$ cat src/rtl/mouse_pkg.sv
`default_nettype none
// ============================================================================
// Module      : mouse_pkg
// Description : Shared types and default board geometry for the mouse tile
//               decoder (state encoding, tile index type, span helper).
// Revision    : 1.0 - initial release
// ============================================================================
package mouse_pkg;

    // Conversion sequencer states
    typedef enum logic [2:0] {
        ST_CAPTURE = 3'd0,
        ST_DIV_X   = 3'd1,
        ST_DIV_Y   = 3'd2,
        ST_UPDATE  = 3'd3,
        ST_EMIT    = 3'd4
    } state_t;

    // Column/row index on a board of up to 31 tiles per side
    typedef logic [4:0] tile_idx_t;

    // Default board geometry (pixels / tiles)
    localparam int c_DEF_BOARD_X0 = 192;
    localparam int c_DEF_BOARD_Y0 = 96;
    localparam int c_DEF_TILE     = 32;
    localparam int c_DEF_COLS     = 16;
    localparam int c_DEF_ROWS     = 16;

    // True when pos lies in [base, base + count*tile)
    function automatic logic in_span(input logic [11:0] pos, input int base,
                                     input int count, input int tile);
        int p;
        p = int'({20'd0, pos});
        return (p >= base) && (p < base + count * tile);
    endfunction

endpackage
`default_nettype wire

$ cat src/rtl/tile_divider.sv
`default_nettype none
// ============================================================================
// Module      : tile_divider
// Description : Iterative divide-by-TILE using one subtraction per cycle.
//               Pulse i_start with the pixel offset; o_done rises once the
//               remainder drops below TILE, quotient = tiles crossed.
//               o_range reports whether the quotient is below i_limit.
// Revision    : 1.0 - initial release
// ============================================================================
module tile_divider
    import mouse_pkg::*;
#(
    parameter int TILE = c_DEF_TILE
) (
    input  logic        clk,
    input  logic        rst,
    input  logic        i_start,
    input  logic [11:0] i_value,
    input  tile_idx_t   i_limit,
    output logic        o_done,
    output tile_idx_t   o_quot,
    output logic        o_range
);

    localparam logic [11:0] c_TILE = 12'(TILE);

    logic [11:0] r_rem;
    tile_idx_t   r_quot;
    logic        r_busy;

    assign o_done  = r_busy && (r_rem < c_TILE);
    assign o_quot  = r_quot;
    assign o_range = (r_quot < i_limit);

    // Load on start, otherwise peel one tile per cycle until done
    always_ff @(posedge clk) begin
        if (rst) begin
            r_rem  <= 12'd0;
            r_quot <= '0;
            r_busy <= 1'b0;
        end else if (i_start) begin
            r_rem  <= i_value;
            r_quot <= '0;
            r_busy <= 1'b1;
        end else if (r_busy) begin
            if (r_rem >= c_TILE) begin
                r_rem  <= r_rem - c_TILE;
                r_quot <= r_quot + 5'd1;
            end else begin
                r_busy <= 1'b0;
            end
        end
    end

endmodule
`default_nettype wire

$ cat src/rtl/mouse_tile_decoder.sv
`default_nettype none
// ============================================================================
// Module      : mouse_tile_decoder
// Description : Converts the pointer position into the board tile under it
//               and turns left/right click pulses into a valid/ready event
//               stream carrying the clicked tile. One shared divider is used
//               for X then Y.
//               Build option: define CLICK_HOLDOFF_EN to ignore click pulses
//               for 2^20 cycles after every accepted event.
// Revision    : 1.0 - initial release
// ============================================================================
module mouse_tile_decoder
    import mouse_pkg::*;
#(
    parameter int BOARD_X0 = c_DEF_BOARD_X0,
    parameter int BOARD_Y0 = c_DEF_BOARD_Y0,
    parameter int TILE     = c_DEF_TILE,
    parameter int COLS     = c_DEF_COLS,
    parameter int ROWS     = c_DEF_ROWS
) (
    input  logic        clk74MHz,
    input  logic        rst,
    input  logic [11:0] mouse_xpos,
    input  logic [11:0] mouse_ypos,
    input  logic        left,
    input  logic        right,
    output tile_idx_t   hover_col,
    output tile_idx_t   hover_row,
    output logic        hover_valid,
    output logic        evt_valid,
    input  logic        evt_ready,
    output tile_idx_t   evt_col,
    output tile_idx_t   evt_row,
    output logic        evt_flag
);

    localparam logic [11:0] c_X0   = 12'(BOARD_X0);
    localparam logic [11:0] c_Y0   = 12'(BOARD_Y0);
    localparam tile_idx_t   c_COLS = 5'(COLS);
    localparam tile_idx_t   c_ROWS = 5'(ROWS);

    state_t      r_state;
    logic [11:0] r_ypos;
    logic        r_inside;
    tile_idx_t   r_col;
    tile_idx_t   r_row;
    logic        r_pend_l;
    logic        r_pend_r;

    logic        w_inside;
    logic        w_accept;
    logic        w_div_start;
    logic [11:0] w_div_value;
    tile_idx_t   w_div_limit;
    logic        w_div_done;
    tile_idx_t   w_div_quot;
    logic        w_div_range;
    logic        w_clr_l;
    logic        w_clr_r;
    logic        w_set_l;
    logic        w_set_r;

    assign w_inside = in_span(mouse_xpos, BOARD_X0, COLS, TILE) &&
                      in_span(mouse_ypos, BOARD_Y0, ROWS, TILE);
    assign w_accept = (r_state == ST_EMIT) && evt_ready;

    // Divider operands: X comes straight off the pins at capture, Y from the
    // captured copy so pointer motion mid-conversion is ignored.
    always_comb begin
        w_div_start = 1'b0;
        w_div_value = (r_state == ST_CAPTURE) ? (mouse_xpos - c_X0) : (r_ypos - c_Y0);
        w_div_limit = (r_state == ST_DIV_Y) ? c_ROWS : c_COLS;
        case (r_state)
            ST_CAPTURE: w_div_start = w_inside;
            ST_DIV_X:   w_div_start = w_div_done;
            default:    w_div_start = 1'b0;
        endcase
    end

    tile_divider #(
        .TILE (TILE)
    ) u_divider (
        .clk     (clk74MHz),
        .rst     (rst),
        .i_start (w_div_start),
        .i_value (w_div_value),
        .i_limit (w_div_limit),
        .o_done  (w_div_done),
        .o_quot  (w_div_quot),
        .o_range (w_div_range)
    );

    // Pending-flag clears at UPDATE: off-board drops both, else left first
    always_comb begin
        w_clr_l = 1'b0;
        w_clr_r = 1'b0;
        if (r_state == ST_UPDATE) begin
            if (!r_inside) begin
                w_clr_l = 1'b1;
                w_clr_r = 1'b1;
            end else if (r_pend_l) begin
                w_clr_l = 1'b1;
            end else begin
                w_clr_r = r_pend_r;
            end
        end
    end

`ifdef CLICK_HOLDOFF_EN
    logic [19:0] r_holdoff_cnt;
    logic        r_holdoff_act;

    // Quiet window of 2^20 cycles following each accepted event
    always_ff @(posedge clk74MHz) begin
        if (rst) begin
            r_holdoff_cnt <= 20'd0;
            r_holdoff_act <= 1'b0;
        end else if (w_accept) begin
            r_holdoff_cnt <= 20'd0;
            r_holdoff_act <= 1'b1;
        end else if (r_holdoff_act) begin
            r_holdoff_cnt <= r_holdoff_cnt + 20'd1;
            if (r_holdoff_cnt == 20'hFFFFF) begin
                r_holdoff_act <= 1'b0;
            end
        end
    end

    assign w_set_l = left  && !r_holdoff_act;
    assign w_set_r = right && !r_holdoff_act;
`else
    assign w_set_l = left;
    assign w_set_r = right;
`endif

    // Conversion sequencer with registered hover and event outputs
    always_ff @(posedge clk74MHz) begin
        if (rst) begin
            r_state     <= ST_CAPTURE;
            r_ypos      <= 12'd0;
            r_inside    <= 1'b0;
            r_col       <= '0;
            r_row       <= '0;
            r_pend_l    <= 1'b0;
            r_pend_r    <= 1'b0;
            hover_col   <= '0;
            hover_row   <= '0;
            hover_valid <= 1'b0;
            evt_valid   <= 1'b0;
            evt_col     <= '0;
            evt_row     <= '0;
            evt_flag    <= 1'b0;
        end else begin
            // A pulse landing on the clearing cycle survives (set wins)
            r_pend_l <= (r_pend_l && !w_clr_l) || w_set_l;
            r_pend_r <= (r_pend_r && !w_clr_r) || w_set_r;

            case (r_state)
                ST_CAPTURE: begin
                    r_ypos   <= mouse_ypos;
                    r_inside <= w_inside;
                    r_state  <= w_inside ? ST_DIV_X : ST_UPDATE;
                end
                ST_DIV_X: begin
                    if (w_div_done) begin
                        r_col    <= w_div_quot;
                        r_inside <= r_inside && w_div_range;
                        r_state  <= ST_DIV_Y;
                    end
                end
                ST_DIV_Y: begin
                    if (w_div_done) begin
                        r_row    <= w_div_quot;
                        r_inside <= r_inside && w_div_range;
                        r_state  <= ST_UPDATE;
                    end
                end
                ST_UPDATE: begin
                    hover_valid <= r_inside;
                    if (r_inside) begin
                        hover_col <= r_col;
                        hover_row <= r_row;
                    end
                    if (r_inside && (r_pend_l || r_pend_r)) begin
                        evt_valid <= 1'b1;
                        evt_col   <= r_col;
                        evt_row   <= r_row;
                        evt_flag  <= !r_pend_l;
                        r_state   <= ST_EMIT;
                    end else begin
                        r_state   <= ST_CAPTURE;
                    end
                end
                ST_EMIT: begin
                    if (w_accept) begin
                        evt_valid <= 1'b0;
                        r_state   <= ST_CAPTURE;
                    end
                end
                default: r_state <= ST_CAPTURE;
            endcase
        end
    end

endmodule
`default_nettype wire

$ cat config.mk
export PLATFORM = sky130hd
export DESIGN_NAME = mouse_tile_decoder
export DESIGN_NICKNAME = d
export VERILOG_FILES = /design/src/rtl/mouse_pkg.sv /design/src/rtl/tile_divider.sv /design/src/rtl/mouse_tile_decoder.sv
export SDC_FILE = /design/constraint.sdc
export NUM_CORES = 1
export LEC_CHECK = 0
export ABC_AREA = 1
export BUFFER_PORTS_ARGS = -buffer_cell sky130_fd_sc_hd__buf_2
export CAP_MARGIN = 25
export CORE_UTILIZATION = 55
export CTS_CLUSTER_DIAMETER = 30
export DETAILED_ROUTE_END_ITERATION = 6
export PLACE_DENSITY = 0.83
export SLEW_MARGIN = 20
export SYNTH_ARGS = -nofsm -noshare
export SYNTH_HDL_FRONTEND = slang
export SYNTH_SLANG_ARGS = --single-unit
$ cat constraint.sdc
create_clock -name clk74MHz -period 1.8 [get_ports clk74MHz]
set_clock_uncertainty 0.05 [all_clocks]
set_input_delay 0.36 -clock clk74MHz [delete_from_list [all_inputs] [get_ports clk74MHz]]
set_output_delay 0.36 -clock clk74MHz [all_outputs]
set_load 0.05 [all_outputs]
==> results of run 1 <==
==> layer usage <==
layer | GRT usage, % | vias up | share of wire, %
li1 | - | 1316 | -
met1 | 30.6 | 1176 | 45
met2 | 41.9 | 65 | 48
met3 | 5.96 | 9 | 5.3
met4 | 10.3 | 0 | 1.3
met5 | 0 | - | 0
==> metrics by stage <==
step | power (mW) | instances
after global placement | 2.29 | 478
after global routing | 3.73 | 494
after floorplan | 2.17 | 378
final | 3.53 | 494
after CTS | 3.53 | 494
after detailed placement | 2.31 | 478
==> cells in the mapped netlist, drive strengths merged <==
cell type | count | area [um2]
ha | 4 | 50.1
a31oi | 1 | 6.26
a21oi | 42 | 214
buf | 12 | 76.3
nand4 | 2 | 12.5
nand3b | 2 | 15.0
clkbuf | 6 | 22.5
nor3b | 1 | 12.5
xor2 | 5 | 43.8
o21bai | 1 | 7.51
o211ai | 2 | 20.0
nor2 | 50 | 200
o21ai | 32 | 168
or2 | 2 | 12.5
nand2 | 71 | 312
dfxtp | 59 | 1180
inv | 42 | 160
nor3 | 5 | 36.3
xnor2 | 4 | 35.0
a211oi | 10 | 125
o22ai | 1 | 6.26
nand3 | 24 | 138
==> power breakdown <==
| group | internal, mW | switching (mW) |
|---|---|---|
| clock network | 0.647 | 0.576 |
| registers | 1.40 | 0.0748 |
| logic | 0.286 | 0.545 |
==> what timing repair did <==
item,CTS,global route
resized for setup,0,2
hold endpoints to repair,0,0
endpoints found under the setup margin,0,3
==> layout by cell type (no fill, tap or decap), types with 2 or more instances in the layout <==
master / count
inv_6: 2
nand3b_1: 2
nand2_1: 66
clkinvlp_4: 2
clkbuf_8: 9
nor2_1: 47
or2_2: 2
ha_1: 4
buf_4: 10
o21ai_0: 30
dfxtp_1: 59
nand2_2: 2
nand4_1: 2
nand2_8: 2
a21oi_1: 41
nor3_1: 4
nand3_2: 2
nor2_2: 2
nand3_1: 21
inv_1: 37
a211oi_2: 10
inv_2: 4
xor2_1: 5
xnor2_1: 4
buf_2: 41
==> tightest hold or removal path: stages <==
cell	delay, ns
buf_2	0.07
a21oi_1	0.03
nor2_1	0.06
==> sequential cells by signal, indices dropped and copies added, names as in the netlist, 3 cells and up <==
register          count
u_divider.r_rem       7
r_col                 5
hover_col             5
evt_row               5
r_row                 5
r_ypos                7
u_divider.o_quot      5
hover_row             5
r_state               3
evt_col               5
==> cells by family (layout without fill, tap and decap cells) <==
kind of cell / after synthesis / count (layout) / synth area share (%)
simple gates: 157 / 157 / 25.9
compound gates: 89 / 89 / 19.2
buf+inv: 60 / 109 / 9.07
flops: 59 / 59 / 41.4
xor+xnor: 9 / 9 / 2.76
fa+ha+maj: 4 / 4 / 1.75
==> worst min path at each step <==
stage                 startpoint      endpoint  slack, ns  depth (start not counted)
finish                      left      r_pend_l       0.17                          3
CTS                         left      r_pend_l       0.16                          3
global placement    hover_col[0]  hover_col[0]       0.40                          2
global route                left      r_pend_l       0.17                          3
detailed placement  hover_col[3]  hover_col[3]       0.40                          2
floorplan             r_ypos[11]    r_ypos[11]       0.39                          2
==> cell type report <==
cell class	count	area, um2
Fill cell	403	1520
Multi-Input combinational cell	259	1430
Timing Repair Buffer	51	280
Clock buffer	9	124
Sequential cell	59	1180
Clock inverter	7	76.3
Inverter	42	160
Tap cell	67	83.8
==> key figures, run 1 <==
Critical path
  • Critical Path RT: 2.03 ns
  • R2r worst-path depth: 6
  • Worst Setup EP: u_divider.o_quot[4]
  • Crit start category: flip-flop
  • Flop2flop setup slack: 0.15 ns
  • Slowest-stage cell, CP: dfxtp_1
  • Critical-path cell list: nor2_1 > nand2_1 > o21ai_4 > nor3_1 > nand3b_1 > a21oi_1
  • Crit path kind: flip-flop to flip-flop
  • CP startpoint: u_divider.r_rem[9]
  • Critical path endpoint category: flip-flop
  • Worst Path Arrival: 1.88 ns
  • Crit-path leading delay family: simple AND/OR/NAND/NOR gates
  • Slowest cell delay on critical path: 0.45 ns
  • Worst path bufs/invs: 0
  • Worst path depth: 6
  • RR Startpoint: u_divider.r_rem[9]
  • Crit Reg-Reg Endpoint: u_divider.o_quot[4]
  • Crit path max fanout: 11

Drt
  • Detailed Routing Iterations Pass 1: 4
  • DR WL/cell: 12.4 um
  • Total wire length: 6130 um
  • Via count: 2,566
  • Residual DRC: 0
  • DR iter-0 viols: 124
  • Routed vias/inst: 5.19
  • Post-route ant nets: 0

Global routing
  • Initial antenna violation count: 0
  • First-pass GRT wire length: 10,300 um
  • Largest net degree at the start of global routing: 34
  • Overall routing resource usage: 24.9%
  • Gr ovfl total: 0
  • Vias in the first global route: 2,369

Timing
  • Slew at the pin with the worst max-slew slack: 0.489 ns
  • Final count of hold timing violations: 0
  • Setup ws final: 0.148 ns
  • Slew headroom: 67.2%
  • Crit path time final: 1.65 ns
  • Final setup vio count: 0
  • Fmax achieved: 605 MHz
  • Period utilisation layout: 91.8%
  • Final hold slack: 0.168 ns
  • RSZ-0062 raised after global routing: no
  • Max Transition Viols Final: 0
  • Setup Total Neg Slack: 0 ns

Pwr
  • Worst VDD drop: 0.000645 V
  • P_leak: 1.42 nW
  • Power density cells: 1060 mW/mm2

Final layout
  • Share of cells above drive strength 1: 23.7%
  • # nets final: 455
  • Design area: 0.00333 mm2
  • Area growth from synthesis to layout: 16.7%
  • # diodes: 0
  • Fin util: 68.7%

Clock network
  • H-tree depth: 3
  • TritonCTS Sinks: 59
  • CTS Buffer Depth: 2
  • TritonCTS clock tree: built
  • Cts bufs inserted: 9
  • Clk Latency, worst-skew pair: 0.35 ns
  • Hold Buf Count CTS: 0
  • Clock root buffer: clkbuf_8
  • Setup repair bufs after CTS: 0
  • Clk slew on worst S/H paths: 0.07 ns

Placed design
  • Pre-CTS setup slack: -0.0392 ns
  • I/O Buffers: 41
  • Hpwl dp: 4320 um
  • Placed instance area: 0.00312 mm2
  • Final Wtd Congestion: 0.855

Die
  • FP Rows: 25
  • Boundary Pins: 52
  • Die ar.: 0.00548 mm2
  • Initial core utilization: 58.9%
  • Die Y: 74.0 um
  • Core area: 0.00485 mm2
  • Die span in x: 74.0 um

Logic synthesis
  • Sequential-to-total area share from yosys stat: 41.4%
  • Post-synthesis cell type count: 38
  • Mapped cell area: 0.00285 mm2
  • Post-synthesis cell count: 378
  • Yosys Warn Count: 0
  • Syn Area/Cell: 7.55 um2
  • Syn nets: 411
  • #FFs+latches synth: 59

Min path
  • HP Class: input pin to flip-flop

Flow run
  • Max cap viols: 0

Run status
  • Status: complete, no violations
No activity file was read; power rests on OpenSTA's default activity.
==> run 2: changes to the inputs <==
Settings changed: CORE_UTILIZATION 55 to 56, SYNTH_HIERARCHICAL from default to 1.
==> run 2 against run 1 <==
  * Area after synthesis is 1.7% higher
  * Via count rose by 9.1%
  * Power shrank 0.75%
  * Routed wire length rose by 7.1%
  * Die area decreased by 0.11%
  * Clock power decreased by 3%
  * Clock-buffer cell count increased by 1
  * Sequential share of layout area down 2.0 points
  * First-iteration DRC count increased by 15%
  * Hold slack better by 0.011 ns
  * Largest cell class unchanged
==> key figures, run 2 <==
Die
  • Boundary Pins: 52 (unchanged)
  • Die ar.: 0.00548 mm2 (-0.11%)
  • Die Y: 74.0 um (about the same)
  • Core area: 0.00485 mm2 (unchanged)
  • Initial core utilization: 59.9% (+1.0 points)
  • Die span in x: 74.0 um (about the same)
  • FP Rows: 25 (unchanged)

Clock network
  • Clk slew on worst S/H paths: 0.07 ns (about the same)
  • TritonCTS clock tree: built
  • Clk Latency, worst-skew pair: 0.33 ns (-0.02 ns)
  • Cts bufs inserted: 9 (unchanged)
  • TritonCTS Sinks: 59 (unchanged)
  • Clock root buffer: clkbuf_8
  • CTS Buffer Depth: 2 (unchanged)
  • H-tree depth: 3 (unchanged)

Logic synthesis
  • Mapped cell area: 0.00290 mm2 (+1.7%)
  • Syn Area/Cell: 7.06 um2 (-6.5%)
  • Yosys Warn Count: 6 (+6)
  • Post-synthesis cell count: 411 (+8.7%)

Final layout
  • Regs by FF count: r_ypos: 7 flops, u_divider/r_rem: 7 flops
  • # diodes: 0 (unchanged)
  • Most common cell after layout, fill and taps aside: nand2_1
  • Area growth from synthesis to layout: 21.6%
  • # nets final: 511 (+12%)
  • Share of cells above drive strength 1: 21.7% (-1.9 points)
  • Highest-count cells in the layout ignoring fill and taps: nand2_1, dfxtp_1, a21oi_1
  • Fillcell total: 375 (-6.9%)

Critical path
  • Critical path endpoint category: flip-flop
  • Flop2flop setup slack: 0.08 ns (-0.07 ns)
  • Worst Path Arrival: 1.89 ns (about the same)
  • R2r worst-path depth: 10 (+4)
  • Crit start category: flip-flop
  • Critical Path RT: 1.97 ns (-0.06 ns)
  • Crit path max fanout: 6 (-5)
  • Crit path kind: flip-flop to flip-flop

Pwr
  • Comb pwr share: 25.0% (+1.4 points)
  • Total power: 3.50 mW (-0.75%)
  • Power density cells: 991 mW/mm2 (-6.3%)
  • Share of power burned in registers: 41.4% (-0.3 points)
  • Net Sw Frac: 33.0% (-0.97 points)
  • Worst VDD drop: 0.000673 V (+4.4%)
  • Internal: 2.35 mW (+0.71%)
  • P_leak: 1.57 nW (+11%)
  • Power share of the clock group: 33.6% (-1.1 points)
  • Psw: 1.15 mW (-3.6%)

Timing
  • Max Transition Viols Final: 0 (unchanged)
  • Crit path time final: 1.72 ns (+0.0693 ns)
  • Final count of hold timing violations: 0 (unchanged)
  • Period utilisation layout: 95.6% (+3.9 points)
  • RSZ-0062 raised after global routing: yes
  • Final setup vio count: 0 (unchanged)
  • Fmax achieved: 581 MHz (-4.0%)
  • Final hold slack: 0.179 ns (+0.0112 ns)

Drt
  • Post-route ant nets: 0 (unchanged)
  • Detailed Routing Iterations Pass 1: 4 (unchanged)
  • Residual DRC: 0 (unchanged)
  • Total wire length: 6560 um (+7.1%)
  • Met2 Wirelength: 3040 um (+2.9%)
  • DR WL/cell: 12.0 um (-3.1%)
  • DR iter-0 viols: 143 (+15%)
  • Post-Route M1 WL: 3090 um (+12%)
  • Met3 WL: 376 um (+16%)
  • Top Metal Used: met4
  • Routed vias/inst: 5.13 (-1.3%)
  • Via count: 2,800 (+9.1%)

Run status
  • Status: complete, no violations

Placed design
  • Hpwl dp: 4640 um (+7.4%)
  • I/O Buffers: 41 (unchanged)
  • Final Wtd Congestion: 0.878 (+2.8%)

Min path
  • HP Class: input pin to flip-flop
  • Worst Hold Depth: 3 (unchanged)

Global routing
  • Largest net degree at the start of global routing: 30 (-12%)
  • Vias in the first global route: 2,463 (+4.0%)
  • Overall routing resource usage: 25.3% (+0.34 points)
  • First-pass GRT wire length: 10,600 um (+2.0%)
  • Gr ovfl total: 0 (unchanged)
  • Initial antenna violation count: 0 (unchanged)

Flow run
  • Max cap viols: 0 (unchanged)
==> run 2: power by group through the flow <==
stage	Combinational, mW	Sequential, mW	Clock [mW]
after floorplan	0.615	1.48	0
after global placement	0.818	1.47	0
after detailed placement	0.843	1.47	0
after CTS	0.846	1.44	1.19
after global routing	0.979	1.46	1.27
final	0.875	1.45	1.18
==> run 2: repair_timing <==
item	in CTS	in global routing
endpoints found under the setup margin	0	13
setup buffers	0	1
hold buffers	0	0
gates resized for setup	0	9
==> run 2: cell type report <==
type,instances,area (um2),share of cell area [%]
Clock buffer,10,128,3.62
Clock inverter,6,66.3,1.88
Timing Repair inverter,1,7.51,0.213
Inverter,47,190,5.39
Timing Repair Buffer,64,382,10.8
Tap cell,67,83.8,2.38
Sequential cell,59,1180,33.5
Multi-Input combinational cell,292,1490,42.2
==> run 2: through the flow <==
stage          util (%)  instances  TNS [ns]  cell area, um2  worst slack, ns
2_1_floorplan         -        414         0            2920          0.00848
3_3_place_gp       67.9        528    -0.561            3290          -0.0916
3_5_place_dp       67.9        528    -0.833            3290           -0.142
4_1_cts            71.9        544         0            3490           0.0158
5_1_grt            72.8        546   -0.0608            3530          -0.0186
6_report           72.8        546         0            3530           0.0787
==> run 2: path summary, 6_finish.rpt <==
| check | start | to |
|---|---|---|
| setup / recovery | u_divider/r_rem[9] | u_divider/r_rem[5] |
| hold / removal | right | r_pend_r |
| setup reg to reg | u_divider/r_rem[9] | u_divider/r_rem[5] |
| hold reg to reg | hover_col[0] | hover_col[0] |
==> run 2: layer usage <==
| metal | global-route usage (%) | vias to the layer above |
|---|---|---|
| li1 | - | 1452 |
| met1 | 33.0 | 1267 |
| met2 | 40.9 | 75 |
| met3 | 7.72 | 6 |
| met4 | 6.20 | 0 |
| met5 | 0 | - |
==> run 2: worst max-delay path: stages (launching register included) <==
cell and delay, ns:
dfxtp_1 0.32, nor2_2 0.16, nand2_1 0.10, inv_1 0.07, nand2_2 0.08, nor2_4 0.15, nand2_2 0.09, nand2_4 0.11
clkinvlp_4 0.16, o21ai_0 0.26, a21oi_1 0.06
